File: src/rtl/cpu_io_responder.sv
// cpu_io_responder: CPU I/O endpoint with input FIFO, interrupt FSM and output holding register.
// Optional IOR_WATERMARK_EN: interrupt on fill >= WATERMARK, or when a partial batch ages 16 cycles.
module cpu_io_responder #(
    parameter int DEPTH       = 8,
    parameter int AW          = 3,
    parameter int INT_HOLDOFF = 4,
    parameter int WATERMARK   = 4
) (
    input  logic          clk,
    input  logic          reset,
    input  logic          ext_in_valid,
    output logic          ext_in_ready,
    input  logic [15:0]   ext_in_data,
    output logic [15:0]   data_in,
    output logic          interrupt,
    input  logic          int_ack,
    input  logic          rd_pop,
    input  logic [15:0]   data_out,
    input  logic          wr_stb,
    output logic          ext_out_valid,
    input  logic          ext_out_ready,
    output logic [15:0]   ext_out_data,
    output logic [AW:0]   fifo_count,
    output logic          out_overrun
);
    localparam int HW = (INT_HOLDOFF > 1) ? $clog2(INT_HOLDOFF) : 1;
    typedef enum logic [1:0] {IDLE, REQ, SERVICE, HOLDOFF} state_t;
    logic [15:0]   mem_q [DEPTH];
    logic [AW-1:0] wr_ptr_q, wr_ptr_d, rd_ptr_q, rd_ptr_d;
    logic [AW:0]   count_q, count_d;
    logic          push, pop, trigger;
    state_t        state_q, state_d;
    logic [HW-1:0] hold_q, hold_d;
    logic          int_q, int_d;
    logic          out_valid_q, out_valid_d, overrun_q, overrun_d;
    logic [15:0]   out_data_q, out_data_d;
    assign ext_in_ready  = count_q < (AW+1)'(DEPTH);
    assign data_in       = (count_q != '0) ? mem_q[rd_ptr_q] : 16'h0000;
    assign interrupt     = int_q;
    assign ext_out_valid = out_valid_q;
    assign ext_out_data  = out_data_q;
    assign fifo_count    = count_q;
    assign out_overrun   = overrun_q;
    always_comb begin
        push     = ext_in_valid && ext_in_ready;
        pop      = rd_pop && (count_q != '0);
        wr_ptr_d = wr_ptr_q + AW'(push);
        rd_ptr_d = rd_ptr_q + AW'(pop);
        count_d  = count_q + (AW+1)'(push) - (AW+1)'(pop);
    end
    always_ff @(posedge clk) begin
        if (push)
            mem_q[wr_ptr_q] <= ext_in_data;
    end
`ifdef IOR_WATERMARK_EN
    logic [3:0] age_q, age_d;
    // Age tracks how long a non-empty FIFO has waited below the watermark.
    assign age_d   = (state_q == IDLE && count_q != '0) ? age_q + 4'd1 : 4'd0;
    assign trigger = (count_q >= (AW+1)'(WATERMARK)) || (count_q != '0 && age_q == 4'd15);
    always_ff @(posedge clk or negedge reset) begin
        if (!reset)
            age_q <= 4'd0;
        else
            age_q <= age_d;
    end
`else
    assign trigger = count_q != '0;
`endif
    always_comb begin
        state_d = state_q;
        hold_d  = hold_q;
        case (state_q)
            IDLE:    state_d = trigger ? REQ : IDLE;
            REQ:     state_d = int_ack ? SERVICE : REQ;
            SERVICE: begin
                state_d = pop ? HOLDOFF : SERVICE;
                hold_d  = '0;
            end
            HOLDOFF: begin
                state_d = (hold_q == HW'(INT_HOLDOFF - 1)) ? IDLE : HOLDOFF;
                hold_d  = hold_q + 1'b1;
            end
        endcase
        int_d = state_d == REQ;
    end
    always_comb begin
        out_valid_d = wr_stb || (out_valid_q && !ext_out_ready);
        out_data_d  = (wr_stb && (!out_valid_q || ext_out_ready)) ? data_out : out_data_q;
        overrun_d   = overrun_q || (wr_stb && out_valid_q && !ext_out_ready);
    end
    always_ff @(posedge clk or negedge reset) begin
        if (!reset) begin
            wr_ptr_q    <= '0;
            rd_ptr_q    <= '0;
            count_q     <= '0;
            state_q     <= IDLE;
            hold_q      <= '0;
            int_q       <= 1'b0;
            out_valid_q <= 1'b0;
            out_data_q  <= 16'h0000;
            overrun_q   <= 1'b0;
        end else begin
            wr_ptr_q    <= wr_ptr_d;
            rd_ptr_q    <= rd_ptr_d;
            count_q     <= count_d;
            state_q     <= state_d;
            hold_q      <= hold_d;
            int_q       <= int_d;
            out_valid_q <= out_valid_d;
            out_data_q  <= out_data_d;
            overrun_q   <= overrun_d;
        end
    end
endmodule

File: config.mk
export PLATFORM = sky130hd
export DESIGN_NAME = cpu_io_responder
export DESIGN_NICKNAME = d
export VERILOG_FILES = /design/src/rtl/cpu_io_responder.sv
export SDC_FILE = /design/constraint.sdc
export NUM_CORES = 1
export LEC_CHECK = 0
export CAP_MARGIN = 20
export CORE_UTILIZATION = 35
export DETAILED_ROUTE_END_ITERATION = 6
export HOLD_SLACK_MARGIN = 0.03
export MAX_ROUTING_LAYER = met4
export PLACE_DENSITY = 0.59
export SYNTH_ARGS = -nofsm -noshare
export SYNTH_HDL_FRONTEND = slang
export SYNTH_SLANG_ARGS = --single-unit
File: constraint.sdc
create_clock -name clk -period 3 [get_ports clk]
set_clock_uncertainty 0.15 [all_clocks]
set_input_delay 0.9 -clock clk [delete_from_list [all_inputs] [get_ports clk]]
set_output_delay 0.9 -clock clk [all_outputs]
set_load 0.02 [all_outputs]
==> results of run 1 <==
==> sequential cells by signal, summed over array words and instances, names as in the netlist <==
signal,cells
ext_out_data,16
ext_out_valid,1
fifo_count,4
hold_q,2
interrupt,1
mem_q,128
out_overrun,1
rd_ptr_q,3
state_q,2
wr_ptr_q,3
==> cell families after synthesis <==
| logic type | after synthesis | synth area share (%) |
|---|---|---|
| mux | 49 | 15.4 |
| xor+xnor | 4 | 0.559 |
| fa+ha+maj | 11 | 2.31 |
| compound gates | 23 | 2.91 |
| simple gates | 28 | 2.20 |
| flops | 161 | 74.5 |
| buf+inv | 21 | 2.12 |
==> routing by layer <==
layer	wire, microns	track usage, %
met1	5770	20.2
met5	0	-
met4	119	5.81
met3	698	3.88
met2	6370	24.8
==> worst max-delay path, cell delays in order, from the launching register on <==
cell and delay, ns:
dfrtp_2 0.46, buf_12 0.18, mux4_2 0.53, a22o_1 0.25, buf_2 0.16
==> path summary, 6_finish.rpt <==
kind | endpoint | slack [ns] | depth (start not counted)
min | hold_q[0]$_DFFE_PN0P_ | 0.34 | 1
max | data_in[6] | -0.04 | 4
min in group asynchronous | ext_out_data[8]$_DFFE_PN0P_ | 0.75 | 2
max in group asynchronous | rd_ptr_q[0]$_DFF_PN0_ | 1.60 | 2
min reg2reg | hold_q[0]$_DFFE_PN0P_ | 0.34 | 1
max reg2reg | fifo_count[2]$_DFF_PN0_ | 0.50 | 11
==> final cells by class <==
type,count,area [sq um]
clock buffers,17,425
clock inverters,15,144
fillers,1486,9220
inverters,10,37.5
multi-input cells,115,1480
flip-flops and latches,161,4670
well taps,225,282
repair buffers,120,1160
==> cell usage in the layout (no fill, tap or decap), types with 2 or more instances in the layout <==
cell	netlist	routed
mux4_1	15	3
clkdlybuf4s50_1	0	62
a21oi_1	2	2
buf_2	5	6
clkinv_2	0	3
clkinvlp_4	0	3
buf_4	0	32
inv_2	0	2
nor3_2	0	2
bufinv_16	0	2
clkinv_1	0	3
buf_6	2	14
edfxtp_1	128	128
a31oi_1	2	2
ha_1	10	9
xor2_1	3	3
nor2_1	8	7
mux4_2	17	29
inv_1	10	8
buf_8	0	2
clkbuf_16	0	17
nor2b_1	5	4
nand2_1	6	6
mux2_2	16	16
nand2b_1	4	4
a22o_1	16	15
clkinv_4	0	3
dfrtp_1	33	32
buf_12	2	4
==> what timing repair did <==
action,4_1_cts,5_1_grt
gates cloned,3,0
setup endpoints to repair,16,16
pin swaps,4,3
buffers inserted,3,2
gates resized for setup,99,14
==> through the flow <==
stage | power (mW) | TNS, ns | area [sq um]
6_report | 7.90 | -0.180 | 8200
5_1_grt | 8.30 | -1.24 | 8200
4_1_cts | 7.96 | -1.03 | 8190
3_5_place_dp | 5.70 | -0.987 | 7570
3_3_place_gp | 5.64 | -0.642 | 7570
2_1_floorplan | 4.52 | 0 | 6270
==> power by group through the flow <==
stage / clock, mW / sequential, mW / combinational, mW
after detailed placement: 0 / 2.93 / 2.78
final: 2.06 / 2.91 / 2.93
after global routing: 2.20 / 2.94 / 3.16
after CTS: 2.11 / 2.90 / 2.95
after floorplan: 0 / 2.97 / 1.55
after global placement: 0 / 2.91 / 2.74
==> impl_metrics.prom, run 1 <==
# TYPE chip_impl_metric gauge
chip_impl_info{name="synthMostInstantiatedCell",value="edfxtp_1"} 1
chip_impl_info{name="post-synth-top-area-cell",value="edfxtp_1"} 1
chip_impl_metric{name="dr.pass1.iters",unit=""} 4
chip_impl_metric{name="synth_edf_count",unit=""} 128
chip_impl_metric{name="wl",unit="microns"} 13000
chip_impl_metric{name="grtUsageTotal",unit="%"} 15.9
chip_impl_metric{name="hpwlAfterDp",unit="microns"} 8020
chip_impl_metric{name="vias",unit=""} 3229
chip_impl_info{name="tritoncts",value="built"} 1
chip_impl_metric{name="vdd.ir_drop.worst",unit="V"} 0.000488
chip_impl_metric{name="place_ws",unit="ns"} -0.123
chip_impl_metric{name="dr.first_iter.drc_count",unit=""} 250
chip_impl_info{name="timing.critical_path.from_type",value="flip-flop"} 1
chip_impl_metric{name="fin_hold_ws",unit="ns"} 0.341
chip_impl_metric{name="critPathArrivalTime",unit="ns"} 1.99
chip_impl_metric{name="utilization",unit="%"} 47.1
chip_impl_metric{name="route.detailed.vias_per_inst",unit=""} 4.87
chip_impl_metric{name="ys_seq_area_share",unit="%"} 74.5
chip_impl_metric{name="floorplan.die_area",unit="sq um"} 18500
chip_impl_info{name="synth_area_leaders",value="edfxtp_1, dfrtp_1, mux4_1, mux4_2, mux2_2"} 1
chip_impl_metric{name="fp.coreArea",unit="sq um"} 17400
chip_impl_metric{name="cellInternalPower",unit="mW"} 5.47
chip_impl_info{name="worstHoldStart",value="hold_q[0]$_DFFE_PN0P_"} 1
chip_impl_metric{name="die_width",unit="microns"} 136
chip_impl_metric{name="top_level_ports",unit=""} 79
chip_impl_metric{name="place_congestion",unit=""} 0.717
chip_impl_info{name="synth.cells.most_frequent",value="edfxtp_1, dfrtp_1, mux4_2, a22o_1, mux2_2"} 1
chip_impl_info{name="crit_path_end_kind",value="output pin"} 1
chip_impl_metric{name="crit_path_max_fanout",unit=""} 10
chip_impl_metric{name="worst-slew-pin-transition",unit="ns"} 0.457
chip_impl_metric{name="critical_path_required",unit="ns"} 1.95
chip_impl_metric{name="power.share.clock",unit="%"} 26.1
chip_impl_metric{name="detail_route.wl_per_cell",unit="microns"} 19.5
chip_impl_metric{name="max_cap_viol_count",unit=""} 0
chip_impl_metric{name="grt_start_max_net_pins",unit=""} 34
chip_impl_info{name="top_flip_flop_cell_by_instance_count_after_synthesis",value="edfxtp_1"} 1
chip_impl_metric{name="start_util",unit="%"} 36.0
chip_impl_info{name="r2r_start",value="fifo_count[3]$_DFF_PN0_"} 1
chip_impl_metric{name="mean_post_synth_cell_area",unit="sq um"} 21.1
chip_impl_metric{name="power.share.combinational",unit="%"} 37.1
chip_impl_metric{name="global_route.overflow_total",unit=""} 0
chip_impl_info{name="hold_path.class",value="flip-flop to flip-flop"} 1
chip_impl_metric{name="slew_headroom",unit="%"} 69.6
chip_impl_info{name="clk_root_buffer_cell",value="clkbuf_16"} 1
chip_impl_metric{name="postSynthNetCount",unit=""} 347
chip_impl_metric{name="setup_viol_count_final",unit=""} 9
chip_impl_metric{name="layout-drive-gt1-share",unit="%"} 32.6
chip_impl_metric{name="cts_buffer_depth",unit=""} 2
chip_impl_metric{name="yosys.area.top_type_share",unit="%"} 61.3
chip_impl_metric{name="power_switching_share",unit="%"} 30.8
chip_impl_info{name="rsz0062_at_grt",value="yes"} 1
chip_impl_metric{name="io_buffers",unit=""} 78
chip_impl_metric{name="synth.cell_area",unit="sq um"} 6270
chip_impl_metric{name="clock.fmax",unit="MHz"} 329
chip_impl_metric{name="number_of_antenna_violations_at_the_first_check_in_global_routing",unit=""} 0
chip_impl_metric{name="period_share",unit="%"} 101
chip_impl_metric{name="yosys_warnings",unit=""} 0
chip_impl_metric{name="hold_buffers",unit=""} 0
chip_impl_info{name="violations",value="negative setup slack"} 1
chip_impl_metric{name="clk_latency",unit="ns"} 0.42
chip_impl_metric{name="rows",unit=""} 48
chip_impl_info{name="setup.worst_path.class",value="flip-flop to output pin"} 1
chip_impl_metric{name="post_synth_inst_count",unit=""} 297
chip_impl_metric{name="nNetsFinal",unit=""} 475
chip_impl_metric{name="layout_min_cycle_time",unit="ns"} 3.04
chip_impl_metric{name="report.final.hold_viol_count",unit=""} 0
chip_impl_metric{name="detail-route-antenna-nets",unit=""} 0
chip_impl_metric{name="clkTransAtPathRegs",unit="ns"} 0.06
chip_impl_metric{name="drc",unit=""} 0
chip_impl_metric{name="chipHeight",unit="microns"} 136
chip_impl_metric{name="power_switching",unit="mW"} 2.43
chip_impl_metric{name="p_leak",unit="nW"} 2.97
chip_impl_metric{name="timing.final.ws_setup",unit="ns"} -0.0437
chip_impl_metric{name="antenna_cells_inserted",unit=""} 0
chip_impl_metric{name="final_cells",unit=""} 663
chip_impl_metric{name="yosys_register_bits",unit=""} 161
chip_impl_metric{name="wire_length_of_the_first_global_routing_pass",unit="microns"} 20400
chip_impl_metric{name="power_density",unit="nW/um^2"} 964
chip_impl_info{name="critPathLaunch",value="rd_ptr_q[0]$_DFF_PN0_"} 1
chip_impl_metric{name="cts_inserted_buffers",unit=""} 17
chip_impl_metric{name="grt_pass1_vias",unit=""} 3582
chip_impl_metric{name="post_synth_cell_types",unit=""} 29
chip_impl_metric{name="htreeDepth",unit=""} 4
chip_impl_info{name="run_status",value="finished, violations left"} 1
chip_impl_metric{name="final_max_slew_viol_count",unit=""} 0
chip_impl_metric{name="area_growth",unit="%"} 30.8
chip_impl_metric{name="clkSinkCount",unit=""} 161
chip_impl_metric{name="seq_power_share",unit="%"} 36.8
chip_impl_metric{name="asyncSetResetFlopFracSynth",unit="%"} 20.5
chip_impl_metric{name="placedCellCount",unit=""} 625
No activity file was read; power rests on OpenSTA's default activity.
==> run 2: changes to the inputs <==
==> constraint.sdc (replaced) <==
create_clock -name clk -period 3.8 [get_ports clk]
set_clock_uncertainty 0.15 [all_clocks]
set_input_delay 1.14 -clock clk [delete_from_list [all_inputs] [get_ports clk]]
set_output_delay 1.14 -clock clk [all_outputs]
set_load 0.02 [all_outputs]
==> impl_metrics.prom, run 2 (same netlist as run 1, synthesis figures left out) <==
# TYPE chip_impl_metric gauge
chip_impl_metric{name="layout_min_cycle_time",unit="ns"} 3.69
chip_impl_metric{name="final_max_slew_viol_count",unit=""} 0
chip_impl_metric{name="number_of_antenna_violations_at_the_first_check_in_global_routing",unit=""} 0
chip_impl_metric{name="clkSinkCount",unit=""} 161
chip_impl_metric{name="start_util",unit="%"} 36.0
chip_impl_metric{name="critPathArrivalTime",unit="ns"} 2.40
chip_impl_metric{name="worst-slew-pin-transition",unit="ns"} 0.655
chip_impl_metric{name="htreeDepth",unit=""} 4
chip_impl_info{name="setup.worst_path.class",value="flip-flop to output pin"} 1
chip_impl_metric{name="layout.cell_area.non_filler",unit="sq um"} 7900
chip_impl_info{name="run_status",value="finished clean"} 1
chip_impl_metric{name="die_width",unit="microns"} 136
chip_impl_metric{name="totalNegativeSetupSlack",unit="ns"} 0
chip_impl_metric{name="nNetsFinal",unit=""} 447
chip_impl_info{name="tritoncts",value="built"} 1
chip_impl_info{name="crit_path_end_kind",value="output pin"} 1
chip_impl_metric{name="global_route.overflow_total",unit=""} 0
chip_impl_metric{name="grt_pass1_vias",unit=""} 3380
chip_impl_metric{name="slew_headroom",unit="%"} 56.3
chip_impl_metric{name="wl",unit="microns"} 11700
chip_impl_metric{name="report.final.hold_viol_count",unit=""} 0
chip_impl_metric{name="critical_path_required",unit="ns"} 2.51
chip_impl_metric{name="cts_inserted_buffers",unit=""} 17
chip_impl_metric{name="grt_start_max_net_pins",unit=""} 34
chip_impl_metric{name="period_share",unit="%"} 97.0
chip_impl_metric{name="drc",unit=""} 0
chip_impl_metric{name="cp.buffers_inverters",unit=""} 2
chip_impl_metric{name="antenna_cells_inserted",unit=""} 0
chip_impl_info{name="clk_root_buffer_cell",value="clkbuf_16"} 1
chip_impl_metric{name="setup_viol_count_final",unit=""} 0
chip_impl_info{name="slowest_stage_cell_cp",value="mux4_1"} 1
chip_impl_metric{name="io_buffers",unit=""} 78
chip_impl_metric{name="wire_length_of_the_first_global_routing_pass",unit="microns"} 18700
chip_impl_metric{name="top_level_ports",unit=""} 79
chip_impl_metric{name="hpwlAfterDp",unit="microns"} 7070
chip_impl_info{name="largest_register",value="mem_q"} 1
chip_impl_metric{name="p_leak",unit="nW"} 2.81
chip_impl_metric{name="clkTransAtPathRegs",unit="ns"} 0.06
chip_impl_info{name="timing.critical_path.max_delay_family",value="buffers and inverters"} 1
chip_impl_metric{name="clk_latency",unit="ns"} 0.41
chip_impl_metric{name="largest_register_ff_count",unit=""} 128
chip_impl_metric{name="detail-route-antenna-nets",unit=""} 0
chip_impl_metric{name="area_growth",unit="%"} 26.0
chip_impl_metric{name="cts_buffer_depth",unit=""} 2
chip_impl_info{name="leading_cell_type_in_the_layout_fill_and_taps_excluded",value="edfxtp_1"} 1
chip_impl_metric{name="detail_route.wl_per_cell",unit="microns"} 18.5
chip_impl_info{name="hold_path.class",value="flip-flop to flip-flop"} 1
chip_impl_metric{name="vdd.ir_drop.worst",unit="V"} 0.000621
chip_impl_metric{name="fp.coreArea",unit="sq um"} 17400
chip_impl_metric{name="max_cap_viol_count",unit=""} 0
chip_impl_info{name="timing.critical_path.from_type",value="flip-flop"} 1
chip_impl_metric{name="layout-drive-gt1-share",unit="%"} 18.4
chip_impl_metric{name="placedInstanceArea",unit="sq um"} 7380
chip_impl_metric{name="floorplan.die_area",unit="sq um"} 18500
chip_impl_info{name="worstPathCellList",value="buf_4 > mux4_1 > a22o_1 > clkdlybuf4s50_1"} 1
chip_impl_metric{name="dr.first_iter.drc_count",unit=""} 160
chip_impl_metric{name="vias",unit=""} 3105
chip_impl_metric{name="chipHeight",unit="microns"} 136
chip_impl_info{name="rsz0062_at_grt",value="no"} 1
chip_impl_metric{name="dr.pass1.iters",unit=""} 6
chip_impl_metric{name="rows",unit=""} 48
chip_impl_metric{name="route.detailed.vias_per_inst",unit=""} 4.91
chip_impl_metric{name="crit_path_max_fanout",unit=""} 10
chip_impl_metric{name="clock.fmax",unit="MHz"} 271
chip_impl_metric{name="place_congestion",unit=""} 0.727
chip_impl_info{name="final_cell_mix",value="edfxtp_1, clkdlybuf4s50_1, dfrtp_1"} 1
chip_impl_metric{name="grtUsageTotal",unit="%"} 14.6
chip_impl_metric{name="power_density",unit="nW/um^2"} 732
chip_impl_metric{name="slowest_delay",unit="ns"} 0.58
## run 2: cell type report
| class | instances | area (sq um) |
|---|---|---|
| Fill cell | 1513 | 9520 |
| Sequential cell | 161 | 4670 |
| Multi-Input combinational cell | 115 | 1490 |
| Timing Repair Buffer | 92 | 913 |
| Clock buffer | 21 | 440 |
| Tap cell | 225 | 282 |
| Clock inverter | 9 | 68.8 |
| Inverter | 10 | 37.5 |
## run 2: layer usage
metal / part of all wire, % / wire length [microns] / vias to the layer above / global-route usage, %
met5: 0 / 0 / - / -
met4: 1.3 / 150 / 0 / 5.43
met3: 5.4 / 635 / 11 / 4.29
met2: 48 / 5660 / 89 / 22.5
met1: 45 / 5290 / 1603 / 18.1
li1: - / - / 1402 / -
## run 2: repair_timing
item / CTS / global route
buffers inserted: 0 / 0
gates resized for setup: 1 / 2
hold buffers: 0 / 0
setup endpoints to repair: 16 / 2
## run 2: power breakdown
group	switching [mW]	total, mW	internal [mW]
clock	0.616	1.50	0.880
sequential	0.124	2.28	2.16
combinational	0.991	2.00	1.01
## run 2: path summary, 6_finish.rpt
check / start / to / slack (ns) / cells past startpoint
worst min register to register: hold_q[0]$_DFFE_PN0P_ / hold_q[0]$_DFFE_PN0P_ / 0.33 / 1
worst max-delay path: rd_ptr_q[0]$_DFF_PN0_ / data_in[0] / 0.11 / 4
max in group asynchronous: reset / rd_ptr_q[0]$_DFF_PN0_ / 2.20 / 2
min in group asynchronous: reset / fifo_count[1]$_DFF_PN0_ / 0.98 / 2
worst min-delay path: hold_q[0]$_DFFE_PN0P_ / hold_q[0]$_DFFE_PN0P_ / 0.33 / 1
worst max register to register: fifo_count[2]$_DFF_PN0_ / fifo_count[2]$_DFF_PN0_ / 1.51 / 10
## run 2: worst reg2reg max path: cells and delay by family (launching register included)
kind	cells	cell delay (ns)
and+or+nand+nor	2	0.33
DFF	1	0.38
xor gates and xnor gates	1	0.14
buffers and inverters	3	0.20
adders and majority gates	4	0.97
## run 2: per-stage QoR
step / setup slack, ns / power (mW) / hold slack (ns) / utilization, % / cells
finish: 0.114 / 5.78 / 0.333 / 45.4 / 633
global route: 0.0160 / 6.09 / 0.366 / 45.4 / 633
CTS: 0.0334 / 5.86 / 0.338 / 45.3 / 633
detailed placement: 0.408 / 4.35 / 0.330 / 42.4 / 603
global placement: 0.421 / 4.31 / 0.309 / 42.4 / 603
floorplan: 0.612 / 3.57 / 0.306 / - / 297
==> run 3: changes to the inputs <==
--- a/config.mk
+++ b/config.mk
@@ -11,6 +11,7 @@
 export HOLD_SLACK_MARGIN = 0.03
 export MAX_ROUTING_LAYER = met4
 export PLACE_DENSITY = 0.59
+export SLEW_MARGIN = 20
 export SYNTH_ARGS = -nofsm -noshare
 export SYNTH_HDL_FRONTEND = slang
 export SYNTH_SLANG_ARGS = --single-unit
==> results of run 3 <==
The final DEF is identical to that of run 2; final timing and power are the same.
